`config.mk`:
```
export PLATFORM = sky130hd
export DESIGN_NAME = ascii_to_bcd_parser_flat
export DESIGN_NICKNAME = d
export VERILOG_FILES = /design/src/rtl/ascii_to_bcd_parser_if.sv /design/src/rtl/ascii_to_bcd_parser.sv /design/src/flat_wrapper.sv
export SDC_FILE = /design/constraint.sdc
export NUM_CORES = 1
export LEC_CHECK = 0
export BUFFER_PORTS_ARGS = -buffer_cell sky130_fd_sc_hd__buf_2
export CAP_MARGIN = 25
export CORE_MARGIN = 2
export CORE_UTILIZATION = 44
export DETAILED_ROUTE_END_ITERATION = 16
export GPL_TIMING_DRIVEN = 0
export MAX_ROUTING_LAYER = met4
export PLACE_DENSITY_LB_ADDON = 0.12
export SYNTH_ARGS = -nofsm -noshare
export SYNTH_HDL_FRONTEND = slang
export SYNTH_SLANG_ARGS = --single-unit
```
`constraint.sdc`:
```
create_clock -name clk -period 2.05 [get_ports clk]
set_input_delay 0.41 -clock clk [delete_from_list [all_inputs] [get_ports clk]]
set_output_delay 0.41 -clock clk [all_outputs]
set_load 0.01 [all_outputs]
```
`src/rtl/ascii_to_bcd_parser_if.sv`:
```
// Character-in / BCD-result-out handshake bundle for ascii_to_bcd_parser.
// Ports: asciiValid/asciiIn/asciiReady (character stream), bcdOutput/digitCount/parseError/bcdValid/bcdReady (result).
// Modports: master = parser side (drives asciiReady and the result), slave = source/sink side.
interface ascii_to_bcd_parser_if #(
  parameter int BCD_NUMBER_LENGTH = 3
);
  localparam int COUNT_WIDTH = $clog2(BCD_NUMBER_LENGTH + 1);

  logic                           asciiValid;
  logic [7:0]                     asciiIn;
  logic                           asciiReady;
  logic [4*BCD_NUMBER_LENGTH-1:0] bcdOutput;
  logic [COUNT_WIDTH-1:0]         digitCount;
  logic                           parseError;
  logic                           bcdValid;
  logic                           bcdReady;

  modport master (
    input  asciiValid, asciiIn, bcdReady,
    output asciiReady, bcdOutput, digitCount, parseError, bcdValid
  );

  modport slave (
    output asciiValid, asciiIn, bcdReady,
    input  asciiReady, bcdOutput, digitCount, parseError, bcdValid
  );
endinterface

```
`src/rtl/ascii_to_bcd_parser.sv`:
```
// Serial ASCII-to-BCD parser: accumulates decimal digits into a right-justified packed-BCD word.
// Latency: terminator accepted at edge k -> bcdValid after edge k; next character accepted no earlier than one edge after the result is consumed.
// Backpressure: asciiReady is low while a result is held; the result stays stable until bcdReady.
// Ports: clk, reset (synchronous, active-high), bus (ascii_to_bcd_parser_if.master).
// Optional: define ASCII_BACKSPACE_EN to make 8'h08 delete the last digit instead of corrupting the number.
module ascii_to_bcd_parser #(
  parameter int         BCD_NUMBER_LENGTH = 3,
  parameter logic [7:0] TERMINATOR        = 8'h0D
) (
  input  logic                  clk,
  input  logic                  reset,
  ascii_to_bcd_parser_if.master bus
);

  localparam int ACC_W       = 4 * BCD_NUMBER_LENGTH;
  localparam int COUNT_WIDTH = $clog2(BCD_NUMBER_LENGTH + 1);
  localparam logic [COUNT_WIDTH-1:0] CNT_FULL = COUNT_WIDTH'(BCD_NUMBER_LENGTH);
  localparam logic [7:0] CHR_SPACE = 8'h20;
  localparam logic [7:0] CHR_BS    = 8'h08;

`ifdef ASCII_BACKSPACE_EN
  localparam bit BS_EN = 1'b1;
`else
  localparam bit BS_EN = 1'b0;
`endif

  typedef enum logic [1:0] {
    EMPTY   = 2'd0,
    ACCUM   = 2'd1,
    DISCARD = 2'd2,
    HOLD    = 2'd3
  } state_t;

  state_t                 state_q, state_d;
  logic [ACC_W-1:0]       acc_q, acc_d;
  logic [COUNT_WIDTH-1:0] cnt_q, cnt_d;
  logic [ACC_W-1:0]       bcd_out_q, bcd_out_d;
  logic [COUNT_WIDTH-1:0] digit_cnt_q, digit_cnt_d;
  logic                   perr_q, perr_d;
  logic                   bcd_vld_q, bcd_vld_d;
  logic                   ascii_rdy_q, ascii_rdy_d;

  logic       xfer;
  logic       is_digit;
  logic       is_term;
  logic       is_space;
  logic       is_bs;
  logic [3:0] dig;

  assign xfer     = bus.asciiValid && ascii_rdy_q;
  assign is_digit = (bus.asciiIn >= 8'h30) && (bus.asciiIn <= 8'h39);
  assign is_term  = (bus.asciiIn == TERMINATOR);
  assign is_space = (bus.asciiIn == CHR_SPACE);
  // Constant-folds to 0 when backspace support is compiled out, so 8'h08
  // then falls through to the invalid-character branches.
  assign is_bs    = BS_EN && (bus.asciiIn == CHR_BS);
  assign dig      = bus.asciiIn[3:0];

  always_comb begin
    state_d     = state_q;
    acc_d       = acc_q;
    cnt_d       = cnt_q;
    bcd_out_d   = bcd_out_q;
    digit_cnt_d = digit_cnt_q;
    perr_d      = perr_q;
    bcd_vld_d   = bcd_vld_q;

    unique case (state_q)
      EMPTY: begin
        if (xfer) begin
          if (is_digit) begin
            acc_d   = ACC_W'(dig);
            cnt_d   = COUNT_WIDTH'(1);
            state_d = ACCUM;
          end else if (is_space || is_term || is_bs) begin
            // Leading blanks, empty lines and stray backspaces are no-ops.
            state_d = EMPTY;
          end else begin
            state_d = DISCARD;
          end
        end
      end

      ACCUM: begin
        if (xfer) begin
          if (is_digit) begin
            if (cnt_q == CNT_FULL) begin
              acc_d   = '0;
              cnt_d   = '0;
              state_d = DISCARD;
            end else begin
              // Top digit is known to be zero here, so the left shift drops nothing.
              acc_d = (acc_q << 4) | ACC_W'(dig);
              cnt_d = cnt_q + COUNT_WIDTH'(1);
            end
          end else if (is_term) begin
            bcd_out_d   = acc_q;
            digit_cnt_d = cnt_q;
            perr_d      = 1'b0;
            bcd_vld_d   = 1'b1;
            acc_d       = '0;
            cnt_d       = '0;
            state_d     = HOLD;
          end else if (is_bs) begin
            acc_d = acc_q >> 4;
            cnt_d = cnt_q - COUNT_WIDTH'(1);
            if (cnt_q == COUNT_WIDTH'(1)) begin
              state_d = EMPTY;
            end
          end else begin
            acc_d   = '0;
            cnt_d   = '0;
            state_d = DISCARD;
          end
        end
      end

      DISCARD: begin
        // Everything up to the terminator is swallowed; the terminator
        // still produces a result so the sink learns the entry was bad.
        if (xfer && is_term) begin
          bcd_out_d   = '0;
          digit_cnt_d = '0;
          perr_d      = 1'b1;
          bcd_vld_d   = 1'b1;
          state_d     = HOLD;
        end
      end

      HOLD: begin
        if (bus.bcdReady) begin
          bcd_out_d   = '0;
          digit_cnt_d = '0;
          perr_d      = 1'b0;
          bcd_vld_d   = 1'b0;
          acc_d       = '0;
          cnt_d       = '0;
          state_d     = EMPTY;
        end
      end

      default: begin
        state_d = EMPTY;
      end
    endcase

    // Registered ready: low for the whole time a result is held, and
    // back high on the same edge that hands the result off.
    ascii_rdy_d = (state_d != HOLD);
  end

  always_ff @(posedge clk) begin
    if (reset) begin
      state_q     <= EMPTY;
      acc_q       <= '0;
      cnt_q       <= '0;
      bcd_out_q   <= '0;
      digit_cnt_q <= '0;
      perr_q      <= 1'b0;
      bcd_vld_q   <= 1'b0;
      ascii_rdy_q <= 1'b0;
    end else begin
      state_q     <= state_d;
      acc_q       <= acc_d;
      cnt_q       <= cnt_d;
      bcd_out_q   <= bcd_out_d;
      digit_cnt_q <= digit_cnt_d;
      perr_q      <= perr_d;
      bcd_vld_q   <= bcd_vld_d;
      ascii_rdy_q <= ascii_rdy_d;
    end
  end

  assign bus.asciiReady = ascii_rdy_q;
  assign bus.bcdOutput  = bcd_out_q;
  assign bus.digitCount = digit_cnt_q;
  assign bus.parseError = perr_q;
  assign bus.bcdValid   = bcd_vld_q;

endmodule

```
`src/flat_wrapper.sv`:
```
// flat-port wrapper written by rule: the top's interface ports become plain ports
module ascii_to_bcd_parser_flat 
#(
  parameter int         BCD_NUMBER_LENGTH = 3,
  parameter logic [7:0] TERMINATOR        = 8'h0D
)
  (clk, reset, bus_asciiValid, bus_asciiIn, bus_bcdReady, bus_asciiReady, bus_bcdOutput, bus_digitCount, bus_parseError, bus_bcdValid);
  ascii_to_bcd_parser_if #(.BCD_NUMBER_LENGTH(BCD_NUMBER_LENGTH)) bus_i ();
  input  logic clk;
  input  logic reset;
  input wire logic [$bits(bus_i.asciiValid)-1:0] bus_asciiValid;
  input wire logic [$bits(bus_i.asciiIn)-1:0] bus_asciiIn;
  input wire logic [$bits(bus_i.bcdReady)-1:0] bus_bcdReady;
  output wire logic [$bits(bus_i.asciiReady)-1:0] bus_asciiReady;
  output wire logic [$bits(bus_i.bcdOutput)-1:0] bus_bcdOutput;
  output wire logic [$bits(bus_i.digitCount)-1:0] bus_digitCount;
  output wire logic [$bits(bus_i.parseError)-1:0] bus_parseError;
  output wire logic [$bits(bus_i.bcdValid)-1:0] bus_bcdValid;
  assign bus_i.asciiValid = bus_asciiValid;
  assign bus_i.asciiIn = bus_asciiIn;
  assign bus_i.bcdReady = bus_bcdReady;
  assign bus_asciiReady = bus_i.asciiReady;
  assign bus_bcdOutput = bus_i.bcdOutput;
  assign bus_digitCount = bus_i.digitCount;
  assign bus_parseError = bus_i.parseError;
  assign bus_bcdValid = bus_i.bcdValid;
  ascii_to_bcd_parser #(.BCD_NUMBER_LENGTH(BCD_NUMBER_LENGTH), .TERMINATOR(TERMINATOR)) u_core (.clk(clk), .reset(reset), .bus(bus_i));
endmodule
```
==> results of run 1 <==
## tightest hold or removal path, stage by stage
cell     delay [ns]
buf_2          0.13
inv_1          0.05
o31ai_1        0.06
## layout by cell type (no fill, tap or decap), types with 3 or more instances in the layout
cell / instances
nand2_1: 32
a32oi_1: 8
a41oi_1: 3
inv_1: 5
mux2i_1: 14
clkbuf_1: 5
nand4_1: 3
nand3_1: 3
buf_2: 31
clkbuf_4: 5
nor2b_1: 3
dfxtp_1: 33
and2_1: 4
nor2_1: 12
a32o_1: 3
a21oi_1: 6
## metrics by stage
stage	hold slack [ns]	instance area, sq um	util, %	setup TNS (ns)	setup slack, ns
detailed placement	0.449	1760	52.3	0	0.0863
floorplan	0.435	1560	-	0	0.308
finish	0.359	1840	54.8	0	0.165
global placement	0.441	1750	52.0	-0.516	-0.0901
CTS	0.350	1840	54.8	0	0.245
global route	0.357	1840	54.8	0	0.0300
## cells in the mapped netlist, types with 2 or more instances
library cell	n	share of area [%]
nor2b_1	3	1.2
a32o_1	3	1.9
a21oi_1	6	1.9
a21boi_0	2	0.96
nor4_1	2	0.80
nand3_1	3	0.96
dfxtp_1	33	42
mux2i_1	14	9.0
nand4_1	3	1.2
nand2_1	32	7.7
nor3_1	2	0.64
and2_1	4	1.6
a32oi_1	8	4.5
inv_1	5	1.2
nor2_1	12	2.9
o31ai_1	2	0.96
clkbuf_1	4	0.96
buf_2	4	1.3
or4_1	2	0.96
a41oi_1	3	1.7
o21a_1	2	0.96
## routing by layer
metal,up-vias,routed length (microns)
met5,-,0
met4,0,72
met3,7,175
met2,41,1560
met1,631,1640
li1,702,-
## final cells by class
type | instances | area share (%)
multi-input combinational | 124 | 44.6
clock inverter | 1 | 1.63
sequential | 33 | 35.8
clock buffer | 7 | 2.99
timing repair buffer | 28 | 7.87
tap | 46 | 3.12
inverter | 5 | 1.02
buffer | 10 | 2.92
## power by group
part	internal [mW]	total [mW]	switching, mW
Clock	0.291	0.512	0.221
Combinational	0.0396	0.104	0.0641
Sequential	0.648	0.655	0.00720
## sequential cells by signal, summed over array words and instances (netlist names)
| register | cells |
|---|---|
| u_core.acc_q | 12 |
| u_core.bus.asciiReady | 1 |
| u_core.bus.bcdOutput | 12 |
| u_core.bus.bcdValid | 1 |
| u_core.bus.digitCount | 2 |
| u_core.bus.parseError | 1 |
| u_core.cnt_q | 2 |
| u_core.state_q | 2 |
## worst min-delay path by stage
stage	start	to	slack [ns]
4_1_cts	bus_asciiIn[2]	u_core.acc_q[2]	0.35
5_1_grt	bus_asciiIn[2]	u_core.acc_q[2]	0.36
2_1_floorplan	u_core.acc_q[10]	u_core.bus.bcdOutput[10]	0.43
3_3_place_gp	u_core.bus.bcdOutput[9]	u_core.bus.bcdOutput[9]	0.44
6_report	bus_asciiIn[3]	u_core.acc_q[3]	0.36
3_5_place_dp	u_core.bus.bcdOutput[7]	u_core.bus.bcdOutput[7]	0.45
## cell families after synthesis
group | after synthesis
simple gates | 74
compound gates | 35
flops | 33
buf+inv | 15
mux | 14
fa+ha+maj | 1
==> metrics.md, run 1 <==
| Metric | Value |
|---|---|
| Post-Syn Instances | 172 |
| Initial Utilization | 46.3% |
| Post-synth cell types | 44 |
| Yosys reg bits | 33 |
| Post-placement cell count | 246 |
| Maximum clock rate | 530 MHz |
| Area of the multi-input gates | 823 sq um |
| RSZ-0062 raised after global routing | no |
| GR Util met2 | 28.7% |
| Max stage delay on crit path | 0.51 ns |
| TritonCTS clock tree | yes |
| Via count | 1,381 |
| Layout fillers | 341 |
| FFs w/ async S/R, synth | 0% |
| Setup crit end kind | register |
| Post-Syn Nets | 185 |
| Clock Tree Buf Depth | 2 |
| Crit share post-route | 92.0% |
| FF-to-FF End | u_core.acc_q[4] |
| Top Ports | 29 |
| Critical path cell sequence | buf_2, nand4b_1, nor4_1, clkdlybuf4s18_2, a32oi_1, nor2_1 |
| Nets | 220 |
| Hold_buf cts | 0 |
| Critical path endpoint | u_core.acc_q[4] |
| Routed WL | 3440 microns |
| Pin count of the biggest net entering global routing | 11 |
| 1st-iter DRT viols | 68 |
| Hold Path Cell Cnt | 3 |
| Layout cells sized above 1 | 22.6% |
| Synthesis warning total | 0 |
| Synth Area in Compound Gates | 17.8% |
| RD Place Congestion | 0.952 |
| Core region area | 0.00336 sq mm |
| Crit path max-delay family | simple AND/OR/NAND/NOR gates |
| Via density | 5.44 |
| Detailed-route DRC error count | 0 |
| Required time of the critical path | 2.32 ns |
| Die height | 63.5 microns |
| Port Buffers | 27 |
| CTS clk-pin slew, worst paths | 0.11 ns |
| FF-to-FF path depth | 6 |
| Critical-path top delay cell | nor4_1 |
| Clk root buf | clkbuf_4 |
| Main synth FF type | dfxtp_1 |
| Reg2reg start | u_core.state_q[1] |
| Syn Std Cell Area | 0.00156 sq mm |
| Final number of hold-violating endpoints | 0 |
| Hpwl dp | 2620 microns |
| Total grt overflow | 0 |
| P per Cell Area | 689 mW/mm^2 |
| IR drop worst, VDD | 0.343 mV |
| Pleak | 0.810 nW |
| Number of buffers and inverters on the critical path | 2 |
| Fin crit period | 1.89 ns |
| CP startpoint kind | register |
| Vias in the first global route | 1,275 |
| DIE AREA | 0.00403 sq mm |
| First-pass GRT wire length | 5760 microns |
| Mux cell area share after synthesis | 9.00% |
| Met3 Track Usage GR | 5.00% |
| Final setup viols | 0 |
| Total power | 1.27 mW |
| GRT Total Usage | 18.6% |
| Sink Count | 33 |
| Final setup skew | 0.0164 ns |
| Crit Path Max Fanout | 10 |
| Post-synth EDFFs | 0 |
| 1st-pass router iterations | 4 |
| Final Max Tran Viols | 0 |
| Reg area | 661 sq um |
| Final ANT Viol Nets | 0 |
| Sequential fraction of the synthesis area | 42.4% |
| H-tree levels | 2 |
| Antenna fix cells | 0 |
| Gr busiest metal | met2 |
| # rows | 21 |
| Setup crit start | u_core.state_q[1] |
| Setup slack, reg-to-reg | 0.16 ns |
| Avg Cell Area, Syn | 9.05 sq um |
| Drt wl/cell | 13.5 microns |
| Critical path data arrival time | 2.15 ns |
| M1 GR Usage | 23.5% |
| Initial antenna violation count | 0 |
| Status | finished clean |
| Post-synthesis xor/xnor area fraction | 0% |
| Post-Synth Adder-Cell Area | 0.804% |
| Die Wd | 63.5 microns |
| Synthesis-to-finish area growth | 18.5% |
| Non-Filler Instances | 254 |
| Simple-gate share of the synthesized area | 25.3% |
| Crit path depth | 6 |
| Slew headroom | 57.4% |
| Setup bufs post-CTS | 0 |
| Clock Latency Late Sink | 0.34 ns |
| Slew @ Worst Pin | 0.633 ns |
| Post-CTS sizing | 0 |
| Hold Crit Class | input pin to register |
| Largest family of logic cells by synthesized area | simple AND/OR/NAND/NOR gates |
| Setup CP Type | register to register |
| Cts bufs inserted | 5 |
| Max capacitance violation total | 0 |
Power figures use the tool's default switching activity.
==> run 2: changes to the inputs <==
--- a/config.mk
+++ b/config.mk
@@ -8,11 +8,10 @@
 export BUFFER_PORTS_ARGS = -buffer_cell sky130_fd_sc_hd__buf_2
 export CAP_MARGIN = 25
 export CORE_MARGIN = 2
-export CORE_UTILIZATION = 44
+export CORE_UTILIZATION = 35
 export DETAILED_ROUTE_END_ITERATION = 16
 export GPL_TIMING_DRIVEN = 0
 export MAX_ROUTING_LAYER = met4
-export PLACE_DENSITY_LB_ADDON = 0.12
 export SYNTH_ARGS = -nofsm -noshare
 export SYNTH_HDL_FRONTEND = slang
 export SYNTH_SLANG_ARGS = --single-unit
==> run 2 against run 1 <==
  * Register-to-register slack improved by 0.08 ns
  * Sequential cell count is the same
  * Critical path depth fell by 1
  * Clock power is 7.2% lower
  * Sequential power about the same
  * Global-route usage down 2.7 points
  * Worst hold slack improved by 0.054 ns
  * First-iteration DRC count up 26%
  * Count of clock-buffer cells in the layout fell by 2
  * Largest cell class unchanged
  * Highest routed layer unchanged
==> metrics.md, run 2 (synthesis gave the netlist of run 1 again) <==
| Metric | Value |
|---|---|
| Pleak | 0.810 nW |
| # rows | 24 |
| Final setup skew | 0.00500 ns |
| Final number of hold-violating endpoints | 0 |
| Synthesis-to-finish area growth | 18.7% |
| Crit share post-route | 88.1% |
| Antenna fix cells | 0 |
| Max capacitance violation total | 0 |
| Non-Filler Instances | 260 |
| Hold Path Cell Cnt | 3 |
| CP startpoint kind | register |
| RD Place Congestion | 0.788 |
| Layout fillers | 463 |
| Core Util, Final | 42.7% |
| Die height | 70.7 microns |
| GRT Total Usage | 15.9% |
| Crit Path Max Fanout | 10 |
| Sink Count | 33 |
| Total grt overflow | 0 |
| Post-placement cell count | 252 |
| First-pass GRT wire length | 6210 microns |
| Top Ports | 29 |
| FF-to-FF path depth | 5 |
| 1st-iter DRT viols | 86 |
| Setup bufs post-CTS | 0 |
| Initial antenna violation count | 0 |
| Pin count of the biggest net entering global routing | 12 |
| Via density | 5.35 |
| Clk root buf | clkbuf_8 |
| TritonCTS clock tree | yes |
| Initial Utilization | 36.0% |
| Clock Tree Buf Depth | 2 |
| Core region area | 0.00432 sq mm |
| Hpwl dp | 2590 microns |
| Vias in the first global route | 1,321 |
| Maximum clock rate | 553 MHz |
| Most common library cell in the layout ignoring fill and taps | dfxtp_1 |
| Setup crit end kind | register |
| Post-CTS sizing | 0 |
| Setup TNS Final | 0 ns |
| Nets | 220 |
| Routed WL | 3560 microns |
| Fin crit period | 1.81 ns |
| Final setup viols | 0 |
| Area of the multi-input gates | 823 sq um |
| H-tree levels | 2 |
| Setup CP Type | register to register |
| CTS clk-pin slew, worst paths | 0.07 ns |
| Status | finished clean |
| Reg area | 661 sq um |
| Critical path data arrival time | 2.03 ns |
| Cts bufs inserted | 5 |
| Drt wl/cell | 13.7 microns |
| Slew headroom | 55.4% |
| 1st-pass router iterations | 4 |
| Via count | 1,391 |
| IR drop worst, VDD | 0.235 mV |
| Die Wd | 70.7 microns |
| Slew @ Worst Pin | 0.662 ns |
| RSZ-0062 raised after global routing | no |
| Required time of the critical path | 2.27 ns |
| P per Cell Area | 669 mW/mm^2 |
| Clock Latency Late Sink | 0.28 ns |
| Final ANT Viol Nets | 0 |
| Hold_buf cts | 0 |
| DIE AREA | 0.00500 sq mm |
| Highest-count cells in the layout ignoring fill and taps | dfxtp_1 (33), buf_2 (32), nand2_1 (32), mux2i_1 (14), nor2_1 (12) |
| Port Buffers | 27 |
| Hold Crit Class | input pin to register |
| Final Max Tran Viols | 0 |
| Detailed-route DRC error count | 0 |
| Layout cells sized above 1 | 23.1% |
| Setup slack, reg-to-reg | 0.24 ns |
[run 2: cell types whose count changed in the layout (fill, tap and decap cells not counted)]
cell | before | now
buf_2 | 31 | 32
bufinv_16 | 1 | 0
clkbuf_1 | 5 | 4
clkbuf_4 | 5 | 0
clkbuf_8 | 1 | 5
clkdlybuf4s18_2 | 1 | 0
clkinv_2 | 0 | 2
clkinvlp_4 | 0 | 1
[run 2: path summary, 6_finish.rpt]
kind | start | end
worst max register to register | u_core.state_q[1] | u_core.acc_q[9]
worst min register to register | u_core.bus.bcdOutput[6] | u_core.bus.bcdOutput[6]
worst max-delay path | u_core.state_q[1] | u_core.acc_q[9]
worst min-delay path | bus_asciiIn[3] | u_core.acc_q[3]
[run 2: stage by stage]
| stage | worst slack, ns | total power [mW] | hold slack [ns] | cell area, sq um |
|---|---|---|---|---|
| after floorplan | 0.308 | 0.735 | 0.435 | 1560 |
| after detailed placement | 0.0443 | 0.775 | 0.448 | 1760 |
| after global placement | -0.0909 | 0.774 | 0.443 | 1760 |
| after CTS | 0.237 | 1.25 | 0.407 | 1850 |
| final | 0.243 | 1.24 | 0.413 | 1850 |
| after global routing | 0.0902 | 1.29 | 0.421 | 1850 |
[run 2: cell type report]
type	instances	area share, %
multi-input cells	124	44.5
flip-flops and latches	33	35.7
repair buffers	28	7.58
clock buffers	5	3.72
well taps	52	3.52
plain buffers	10	2.91
inverters	5	1.02
clock inverters	3	0.948
[run 2: critical path, stage by stage, from the launching register on]
cell and delay (ns):
dfxtp_1 0.40, and3b_1 0.23, o21ai_0 0.54, buf_2 0.34
a32oi_1 0.12, nor2_1 0.11
[run 2: per-layer routing]
layer / global-route usage (%) / part of all wire (%) / vias to the layer above
li1: - / - / 694
met1: 20.4 / 47 / 653
met2: 24.6 / 47 / 39
met3: 3.85 / 5.3 / 5
met4: 5.66 / 1.7 / 0
met5: - / 0 / -
[run 2: power by group]
group	leakage, nW	switching [mW]	internal [mW]
sequential	0.266	0.00752	0.648
combinational	0.499	0.0658	0.0396
clock	0.0439	0.241	0.234
total	0.810	0.315	0.921
